==> config.mk <==
export PLATFORM = sky130hd
export DESIGN_NAME = lsu_mem_ctrl
export DESIGN_NICKNAME = d
export VERILOG_FILES = /design/src/rtl/lsu_mem_ctrl.sv
export SDC_FILE = /design/constraint.sdc
export NUM_CORES = 1
export LEC_CHECK = 0
export ABC_AREA = 1
export CORE_MARGIN = 2
export CORE_UTILIZATION = 35
export DETAILED_ROUTE_END_ITERATION = 16
export SKIP_LAST_GASP = 1
export SYNTH_ARGS = -nofsm -noshare
export SYNTH_HDL_FRONTEND = slang
export SYNTH_SLANG_ARGS = --single-unit
==> constraint.sdc <==
create_clock -name clk -period 2.2 [get_ports clk]
set_input_delay 0.22 -clock clk [delete_from_list [all_inputs] [get_ports clk]]
set_output_delay 0.22 -clock clk [all_outputs]
set_load 0.01 [all_outputs]
==> src/rtl/lsu_mem_ctrl.sv <==
// rtl/lsu_mem_ctrl.sv - load/store initiator for word-wide, byte-addressed data memory
// Turns byte/half/word requests into aligned word reads and read-modify-write stores.
module lsu_mem_ctrl #(
  parameter int MEM_BYTES   = 256,
  parameter int CHECK_RANGE = 1
) (
  input  logic        clk,
  input  logic        rst,
  input  logic        req_valid,
  output logic        req_ready,
  input  logic        req_we,
  input  logic [1:0]  req_size,
  input  logic        req_unsigned,
  input  logic [31:0] req_addr,
  input  logic [31:0] req_wdata,
  output logic        resp_valid,
  output logic [31:0] resp_rdata,
  output logic        resp_err,
  output logic [31:0] mem_addr,
  output logic        mem_we,
  output logic [31:0] mem_wdata,
  input  logic [31:0] mem_rdata
);

  localparam logic [31:0] MEM_LIMIT = 32'(MEM_BYTES);

  typedef enum logic [1:0] {IDLE, RD, WR, RESP} state_t;

  state_t      state;
  logic        we_q;
  logic        uns_q;
  logic [1:0]  size_q;
  logic [1:0]  lane_q;
  logic [15:0] wdata_q;
  logic        req_err;
  logic [7:0]  rd_byte;
  logic [15:0] rd_half;
  logic [31:0] load_data;
  logic [31:0] merge_data;

  assign req_ready = (state == IDLE);
  // Gated by rst so a reset landing in WR can never corrupt memory.
  assign mem_we    = (state == WR) & ~rst;

  always_comb begin
    req_err = 1'b0;
    case (req_size)
      2'b01:   req_err = req_addr[0];
      2'b10:   req_err = |req_addr[1:0];
      2'b11:   req_err = 1'b1;
      default: req_err = 1'b0;
    endcase
    if ((CHECK_RANGE != 0) && (req_addr >= MEM_LIMIT)) req_err = 1'b1;
  end

  always_comb begin
    rd_byte = mem_rdata[{lane_q, 3'b000} +: 8];
    rd_half = mem_rdata[{lane_q[1], 4'b0000} +: 16];
    case (size_q)
      2'b00:   load_data = {{24{rd_byte[7] & ~uns_q}}, rd_byte};
      2'b01:   load_data = {{16{rd_half[15] & ~uns_q}}, rd_half};
      default: load_data = mem_rdata;
    endcase
    merge_data = mem_rdata;
    if (size_q == 2'b00) merge_data[{lane_q, 3'b000} +: 8] = wdata_q[7:0];
    else                 merge_data[{lane_q[1], 4'b0000} +: 16] = wdata_q;
  end

  always_ff @(posedge clk) begin
    if (rst) begin
      state      <= IDLE;
      resp_valid <= 1'b0;
      resp_rdata <= '0;
      resp_err   <= 1'b0;
      mem_addr   <= '0;
      mem_wdata  <= '0;
      we_q       <= 1'b0;
      uns_q      <= 1'b0;
      size_q     <= 2'b00;
      lane_q     <= 2'b00;
      wdata_q    <= '0;
    end else begin
      resp_valid <= 1'b0;
      case (state)
        IDLE: begin
          if (req_valid) begin
            we_q     <= req_we;
            uns_q    <= req_unsigned;
            size_q   <= req_size;
            lane_q   <= req_addr[1:0];
            wdata_q  <= req_wdata[15:0];
            mem_addr <= {req_addr[31:2], 2'b00};
            if (req_err) begin
              resp_rdata <= '0;
              resp_err   <= 1'b1;
              resp_valid <= 1'b1;
              state      <= RESP;
            end else if (req_we && (req_size == 2'b10)) begin
              mem_wdata <= req_wdata;
              state     <= WR;
            end else begin
              state <= RD;
            end
          end
        end
        RD: begin
          if (we_q) begin
            mem_wdata <= merge_data;
            state     <= WR;
          end else begin
            resp_rdata <= load_data;
            resp_err   <= 1'b0;
            resp_valid <= 1'b1;
            state      <= RESP;
          end
        end
        WR: begin
          resp_rdata <= '0;
          resp_err   <= 1'b0;
          resp_valid <= 1'b1;
          state      <= RESP;
        end
        RESP:    state <= IDLE;
        default: state <= IDLE;
      endcase
    end
  end

endmodule

## Yosys cells after proc, flatten, opt, wreduce, memory -nomap -nowiden

Index checks and enable logic that the tools add are counted.

| operators by class | value |
|---|---|
| $add $sub $neg | 2 |
| magnitude comparators | 1 |
| equal/unequal tests | 13 |
| shift-type cells | 6 |
| muxes and demuxes | 28 |
| bitwise logic cells | 5 |
| reductions and logical operators | 9 |

Operators by type and width:

| operator | count |
|---|---|
| $mux 32 | 8 |
| $pmux 32 s2 | 2 |
| $pmux 32 s3 | 1 |
| $bwmux 32 | 2 |
| $ge 32x9->1 const B | 1 |
| $shift 16x7->32 const A | 1 |
| $shift 8x7->32 const A | 1 |
| $shiftx 16x7->32 | 1 |
| $shiftx 32x6->16 | 1 |
| $shiftx 32x6->8 | 1 |
| $shiftx 8x7->32 | 1 |
| $neg 5->7 | 2 |
| $pmux 1 s3 | 3 |
| $eq 2x2->1 const B | 4 |
| $mux 1 | 8 |
| $ne 2x2->1 const B | 4 |
| $pmux 2 s4 | 1 |
| $eq 2x1->1 const B | 3 |
| $mux 2 | 3 |
| $reduce_and 5->1 | 1 |
| $logic_not 2->1 | 2 |
| $ne 2x1->1 const B | 2 |
| $reduce_and 4->1 | 1 |
| $and 1x1->1 | 3 |
| other kinds (6) | 7 |

| word-level totals | value |
|---|---|
| flip-flop bits (word level) | 120 |
| input bits | 103 |
| logic and storage cells | 75 |

## Depth between registers and ports, before layout

Gate-level depths: netlist (run 1).

| depth | value |
|---|---|
| depth after elaboration | 6 |
| depth in mapped cells | 14 |
| gate-level depth less buffers | 11 |

## Least setup slack after synthesis (run 1)

No wires, ideal clock.

| timing path | value |
|---|---|
| path type | reg-to-reg |
| start point | reg lane_q[1] |
| end point | reg mem_wdata[2] |
| setup time | 0.064 ns |
| arrival | 2.118 ns |
| required time | 2.136 ns |
| slack | 0.018 ns |
| cell stages (with the launch flop) | 13 |
| path buffers | 4 |
| cells stage by stage | dfxtp_1 -> inv_1 -> buf_2 -> buf_1 -> ha_1 -> clkbuf_1 -> clkbuf_1 -> nand2_1 -> o22ai_1 -> nand2_1 -> a21oi_1 -> nor2_1 -> nor2_1 |

| on the way | value |
|---|---|
| word-level cells in the longest chain between the ends | 6 |
| elaborated cells between the ends (all ways) | 11 |
| classes of those cells | add/sub (2); shift (4); mux (5) |

RTL lines:

| what | RTL line | RTL |
|---|---|---|
| start, declared | 33 | `logic [1:0] lane_q;` |
| start signal, assigned | 90 | `lane_q <= req_addr[1:0];` |
| $neg 5->7, on equally long branches | 66, 65 |  |
| $shiftx 16x7->32 (tied with other cells) | 66 | `else merge_data[{lane_q[1], 4'b0000} +: 16] = wdata_q;` |
| $bwmux 32, on equally long branches | 66, 65 |  |
| $mux 32 (*) | 65 | `if (size_q == 2'b00) merge_data[{lane_q, 3'b000} +: 8] = wdata_q[7:0];` |
| $mux 32 (*) | 107 | `if (we_q) begin` |
| $pmux 32 s2 (*) | 84 | `case (state)` |
| end signal, assigned | 99 | `mem_wdata <= req_wdata;` |
| end signal, assigned | 108 | `mem_wdata <= merge_data;` |
| end, declared | 21 | `output logic [31:0] mem_wdata,` |

Mark *: on every way between the ends. The rest lies on a longest branch, timed or not. The select of a mux whose other input is x is not followed.
A chain may end at the register's enable or synchronous reset.

## Worst setup path after layout (run 1)

| timing path | value |
|---|---|
| start point | reg state[1] |
| end point | out req_ready |

| on the way | value |
|---|---|
| word-level cells in the longest chain between the ends | 1 |

RTL lines:

| what | RTL line | RTL |
|---|---|---|
| start, declared | 29 | `state_t state;` |
| start signal, assigned | 71 | `state <= IDLE;` |
| start signal, assigned | 97 | `state <= RESP;` |
| start signal, assigned | 100 | `state <= WR;` |
| $logic_not 2->1 | 41 | `assign req_ready = (state == IDLE);` |
| end, declared | 10 | `output logic req_ready,` |

No other way between the ends.

==> results of run 1 <==
## layer usage
| metal | global-route usage (%) | vias up | share of wire (%) |
|---|---|---|---|
| li1 | - | 3964 | - |
| met1 | 28.1 | 3497 | 42 |
| met2 | 38.7 | 296 | 47 |
| met5 | 0 | - | 0 |
| met3 | 6.49 | 46 | 7.9 |
| met4 | 9.30 | 0 | 3.1 |
## critical path, cell delays in order (launching register included)
cell	delay, ns
dfxtp_1	0.34
inv_1	0.09
ha_1	0.22
buf_4	0.18
clkdlybuf4s50_1	0.57
## path summary, 6_finish.rpt
path         slack [ns]          start             to
max                0.18       state[1]      req_ready
min                0.36   req_addr[26]   mem_addr[26]
max reg2reg        0.22      lane_q[0]   mem_wdata[2]
min reg2reg        0.46  resp_rdata[4]  resp_rdata[4]
## through the flow
step	setup WS (ns)	power [W]	cell area, um^2	cells
after floorplan	0.0177	0.00635	6890	1112
after global placement	0.127	0.00860	9240	1533
after detailed placement	0.0890	0.00860	9240	1533
after CTS	0.161	0.0115	9840	1564
after global routing	0.0159	0.0123	9840	1564
final	0.175	0.0115	9840	1564
## synth_stat cells
| cell | n | share of area [%] |
|---|---|---|
| and2_1 | 2 | 0.18 |
| ha_1 | 9 | 1.6 |
| nand3_1 | 47 | 3.4 |
| nor3_1 | 1 | 0.073 |
| inv_2 | 3 | 0.16 |
| o21ai_0 | 102 | 7.4 |
| a211oi_2 | 1 | 0.18 |
| nor2_1 | 180 | 9.8 |
| nand2_2 | 4 | 0.36 |
| a21oi_1 | 106 | 7.7 |
| nand3b_1 | 1 | 0.11 |
| nand2_1 | 275 | 15 |
| o211ai_1 | 9 | 0.98 |
| buf_1 | 9 | 0.49 |
| o21ai_1 | 11 | 0.80 |
| dfxtp_1 | 120 | 35 |
| clkbuf_1 | 43 | 2.3 |
| buf_4 | 2 | 0.22 |
| o22ai_1 | 25 | 2.3 |
| conb_1 | 1 | 0.054 |
| nor2_2 | 2 | 0.18 |
| nand4_1 | 12 | 1.1 |
| buf_6 | 1 | 0.16 |
| a31oi_1 | 9 | 0.82 |
| nor2_4 | 1 | 0.16 |
| nand3_2 | 2 | 0.29 |
| nand2_4 | 1 | 0.16 |
| buf_2 | 24 | 1.7 |
| inv_1 | 76 | 4.1 |
| clkinv_1 | 1 | 0.054 |
| or2_2 | 15 | 1.4 |
| a21boi_0 | 16 | 1.7 |
## flip-flops by register name, indices dropped and copies added (netlist names)
name and flops:
mem_wdata 32, lane_q 2, state 2, mem_addr 30, size_q 2, wdata_q 16, uns_q 1, resp_rdata 32
resp_err 1, we_q 1, resp_valid 1
## power by group
| part | total [W] | switching [W] | internal [W] |
|---|---|---|---|
| Sequential | 0.00305 | 0.000362 | 0.00269 |
| Clock | 0.00285 | 0.000991 | 0.00186 |
| Combinational | 0.00556 | 0.00330 | 0.00226 |
## area by class of cell
class                           instances  area [um^2]  share of cell area [%]
Clock buffer                           23          478                    4.86
Clock inverter                          8          120                    1.22
Inverter                               80          300                    3.05
Multi-Input combinational cell        833         3860                    39.2
Sequential cell                       120         2400                    24.4
Tap cell                              265          332                    3.37
Timing Repair Buffer                  235         2350                    23.9
## logic make-up (layout without fill, tap and decap cells)
group / count (synthesis) / after routing / share of synthesized area (%)
compound gates: 279 / 279 / 21.9
fa+ha+maj: 9 / 9 / 1.64
buf+inv: 159 / 346 / 9.32
flops: 120 / 120 / 34.9
other cells: 1 / 2 / 0.0545
simple gates: 543 / 543 / 32.2
==> impl_metrics.yaml, run 1 <==
worst_setup_path:
  crit_path_end_kind: "output pin"
  setup.worst_path.start_class: "register"
  required_ns: 1.98
  worst_r2r_path_depth: 9
  critPathKind: "reg2out"
  worstPathArrival_ns: 1.80
  crit_fanout: 5
min_path:
  hold_path_depth: 3
  hold_class: "in2reg"
layout:
  fillers: 2039
  final_cell_mix: "nand2_1, clkdlybuf4s50_1, nor2_1, dfxtp_1, a21oi_1"
  utilization_pct: 50.7
  antenna_cells: 0
  final_common_cell: "nand2_1"
  nets: 1399
  syn2layout_area_growth_pct: 42.9
  drive_above_1_share_pct: 7.47
yosys:
  syn_inst: 1111
  ys_seq_area_share_pct: 34.9
  synth_cell_type_count: 32
  syn_area_um2: 6890
  syn_avg_cell_area_um2: 6.20
  ys_seq_elements: 120
  yosys_warnings: 0
timing:
  fmax_mhz: 494
  slew_headroom_pct: 65.4
  setup_tns_ns: 0
  layout_worst_path_cycle_share_pct: 92.0
  hold_viol: 0
  timing.hold.ws_ns: 0.364
  setup_viol: 0
  worstMarginPinSlew_ns: 0.519
  fin_crit_ns: 2.02
  rsz0062_at_grt: "false"
  finalMaxSlewViolations: 0
  clock_skew_ns: 0.00648
placed_design:
  gp_congestion: 0.851
  io_buffers: 200
  dp_hpwl_um: 17900
clock_network:
  cts_tree: "yes"
  cts_made_buffers: 17
  clockRootBuffer: "clkbuf_16"
  postCtsHoldBufs: 0
  cts_resized: 0
  h-tree-depth: 4
  clkTransAtPathRegs_ns: 0.06
  clk-insertion-delay-late_ns: 0.42
  cts_setup_buffers: 0
  cts_buffer_depth: 2
  clkSinkCount: 120
flow_run:
  maxCapViolations: 0
floorplanning:
  pin_count: 203
  num_rows: 51
  die_y_um: 144
  coreArea_um2: 19400
  initial_core_util_pct: 35.5
  dieWidth_um: 144
  die_area_um2: 20800
power_and_ir_drop:
  power_density_nw_per_um2: 1160
  p_leak_nw: 4.03
  peakVddDrop_v: 0.000632
grt:
  antenna_found_initial: 0
  track_usage_pct: 23.1
  grt_pass1_vias: 7298
  grt_first_pass_wirelength_um: 37600
  grt_max_degree: 48
  grt-ovfl-total: 0
route:
  drc: 0
  vias: 7803
  drt-total-wl_um: 24100
  drtIter0Drc: 498
  wire_per_inst_um: 15.4
  first_pass_iters: 5
  drt.antenna.violating_nets: 0
  routed_via_density: 4.99
run_status:
  outcome: "finished clean"
Power figures use the tool's default switching activity.
==> run 2: changes to the inputs <==
CTS_CLUSTER_DIAMETER = 50   (was not set)
==> results of run 2 <==
The final DEF is identical to that of run 1; final timing and power are the same.
==> run 3: changes to the inputs <==
MAX_ROUTING_LAYER = met4   (was not set)
==> run 3 against run 2 <==
Wire length about the same. Critical endpoint unchanged. Design area unchanged. Sequential power about the same. Critical path type unchanged.
==> impl_metrics.yaml, run 3 (same netlist as run 1, synthesis figures left out) <==
power_and_ir_drop:
  clock_power_share_pct: 24.9
  power_density_nw_per_um2: 1160
  p_switching_w: 0.00465
  internal-power_w: 0.00680
  p_leak_nw: 4.03
  comb_power_share_pct: 48.5
  seqPwrFrac_pct: 26.6
  peakVddDrop_v: 0.000632
  p_sw_share_pct: 40.6
timing:
  fin_crit_ns: 2.01
  hold_viol: 0
  setup_viol: 0
  layout_worst_path_cycle_share_pct: 91.6
  clock_skew_ns: 0.00620
  slew_headroom_pct: 64.6
  setup_ws_ns: 0.186
  finalMaxSlewViolations: 0
  fmax_mhz: 496
  worstMarginPinSlew_ns: 0.532
  setup_tns_ns: 0
  rsz0062_at_grt: "false"
clock_network:
  cts_buffer_depth: 2
  h-tree-depth: 4
  postCtsHoldBufs: 0
  clkTransAtPathRegs_ns: 0.06
  clk-insertion-delay-late_ns: 0.42
  cts_resized: 0
  cts_tree: "yes"
  cts_setup_buffers: 0
  clkSinkCount: 120
  cts_made_buffers: 17
  clockRootBuffer: "clkbuf_16"
layout:
  fillers: 2039
  antenna_cells: 0
  reg_top3: "mem_wdata x32, resp_rdata x32, mem_addr x30"
  utilization_pct: 50.7
  final_cell_mix: "nand2_1, clkdlybuf4s50_1, nor2_1, dfxtp_1, a21oi_1"
  syn2layout_area_growth_pct: 42.9
  multiInputGateArea_um2: 3860
  nets: 1399
  final_cells: 1564
  drive_above_1_share_pct: 7.47
  final_common_cell: "nand2_1"
  regArea_um2: 2400
grt:
  antenna_found_initial: 0
  grt_first_pass_wirelength_um: 37500
  track_usage_pct: 23.9
  grt_pass1_vias: 7307
  grt-ovfl-total: 0
  grt_max_degree: 48
min_path:
  min_from: "req_addr[20]"
  hold_class: "in2reg"
placed_design:
  io_buffers: 200
  dp_hpwl_um: 17900
  gp_congestion: 0.864
  dp_slack_ns: 0.0890
  placed_cells: 1533
run_status:
  outcome: "finished clean"
worst_setup_path:
  timing.reg2reg.setup_slack_ns: 0.20
  startpoint: "state[1]"
  crit_end: "req_ready"
  crit_path_end_kind: "output pin"
  critPathKind: "reg2out"
  required_ns: 1.98
  worstPathArrival_ns: 1.79
  r2r_end: "mem_wdata[2]"
  r2r_start: "lane_q[0]"
  worst_r2r_path_depth: 9
  setup.worst_path.start_class: "register"
  crit_fanout: 5
flow_run:
  maxCapViolations: 0
route:
  drc: 0
  vias: 7806
  drtIter0Drc: 476
  wire_per_inst_um: 15.4
  routed_via_density: 4.99
  drt-total-wl_um: 24100
  first_pass_iters: 5
  drt.antenna.violating_nets: 0
floorplanning:
  dieWidth_um: 144
  die_area_um2: 20800
  initial_core_util_pct: 35.5
  coreArea_um2: 19400
  die_y_um: 144
  num_rows: 51
  pin_count: 203
[run 3: cell counts in the layout (fill, tap and decap cells not counted)]
No cell type changed its count.
[run 3: area by class of cell]
class                      instances  area share (%)
multi-input combinational        833            39.2
sequential                       120            24.4
timing repair buffer             235            23.9
clock buffer                      23            4.86
tap                              265            3.37
inverter                          80            3.05
clock inverter                     8            1.22
[run 3: worst min path at each step]
stage	slack, ns	depth (start not counted)	end
5_1_grt	0.39	3	mem_addr[28]
2_1_floorplan	0.37	2	mem_addr[22]
4_1_cts	0.35	3	mem_addr[20]
3_3_place_gp	0.45	2	resp_rdata[13]
6_report	0.36	3	mem_addr[20]
3_5_place_dp	0.46	2	resp_rdata[4]
[run 3: power groups by stage]
stage	Sequential, W	Clock, W	Combinational [W]
after floorplan	0.00318	0	0.00317
after global placement	0.00308	0	0.00552
after detailed placement	0.00308	0	0.00552
after CTS	0.00305	0.00290	0.00555
after global routing	0.00311	0.00301	0.00617
final	0.00305	0.00285	0.00555
[run 3: metrics by stage]
stage / hold slack (ns) / cell area [um^2] / total power [W]
after detailed placement: 0.458 / 9240 / 0.00860
final: 0.363 / 9840 / 0.0115
after floorplan: 0.368 / 6890 / 0.00635
after CTS: 0.351 / 9840 / 0.0115
after global placement: 0.454 / 9240 / 0.00860
after global routing: 0.386 / 9840 / 0.0123
[run 3: per-layer routing]
metal  track usage, %  wire [um]  share of wire, %  up-vias
li1                 -          -                 -     3955
met1             28.4      10300                43     3538
met2             38.7      11300                47      263
met3             6.19       1770               7.3       50
met4             9.30        776               3.2        0
met5                -          0                 0        -
[run 3: critical path, stage by stage (launching register included)]
cell	delay, ns
dfxtp_1	0.34
inv_1	0.09
ha_1	0.22
buf_4	0.17
clkdlybuf4s50_1	0.56
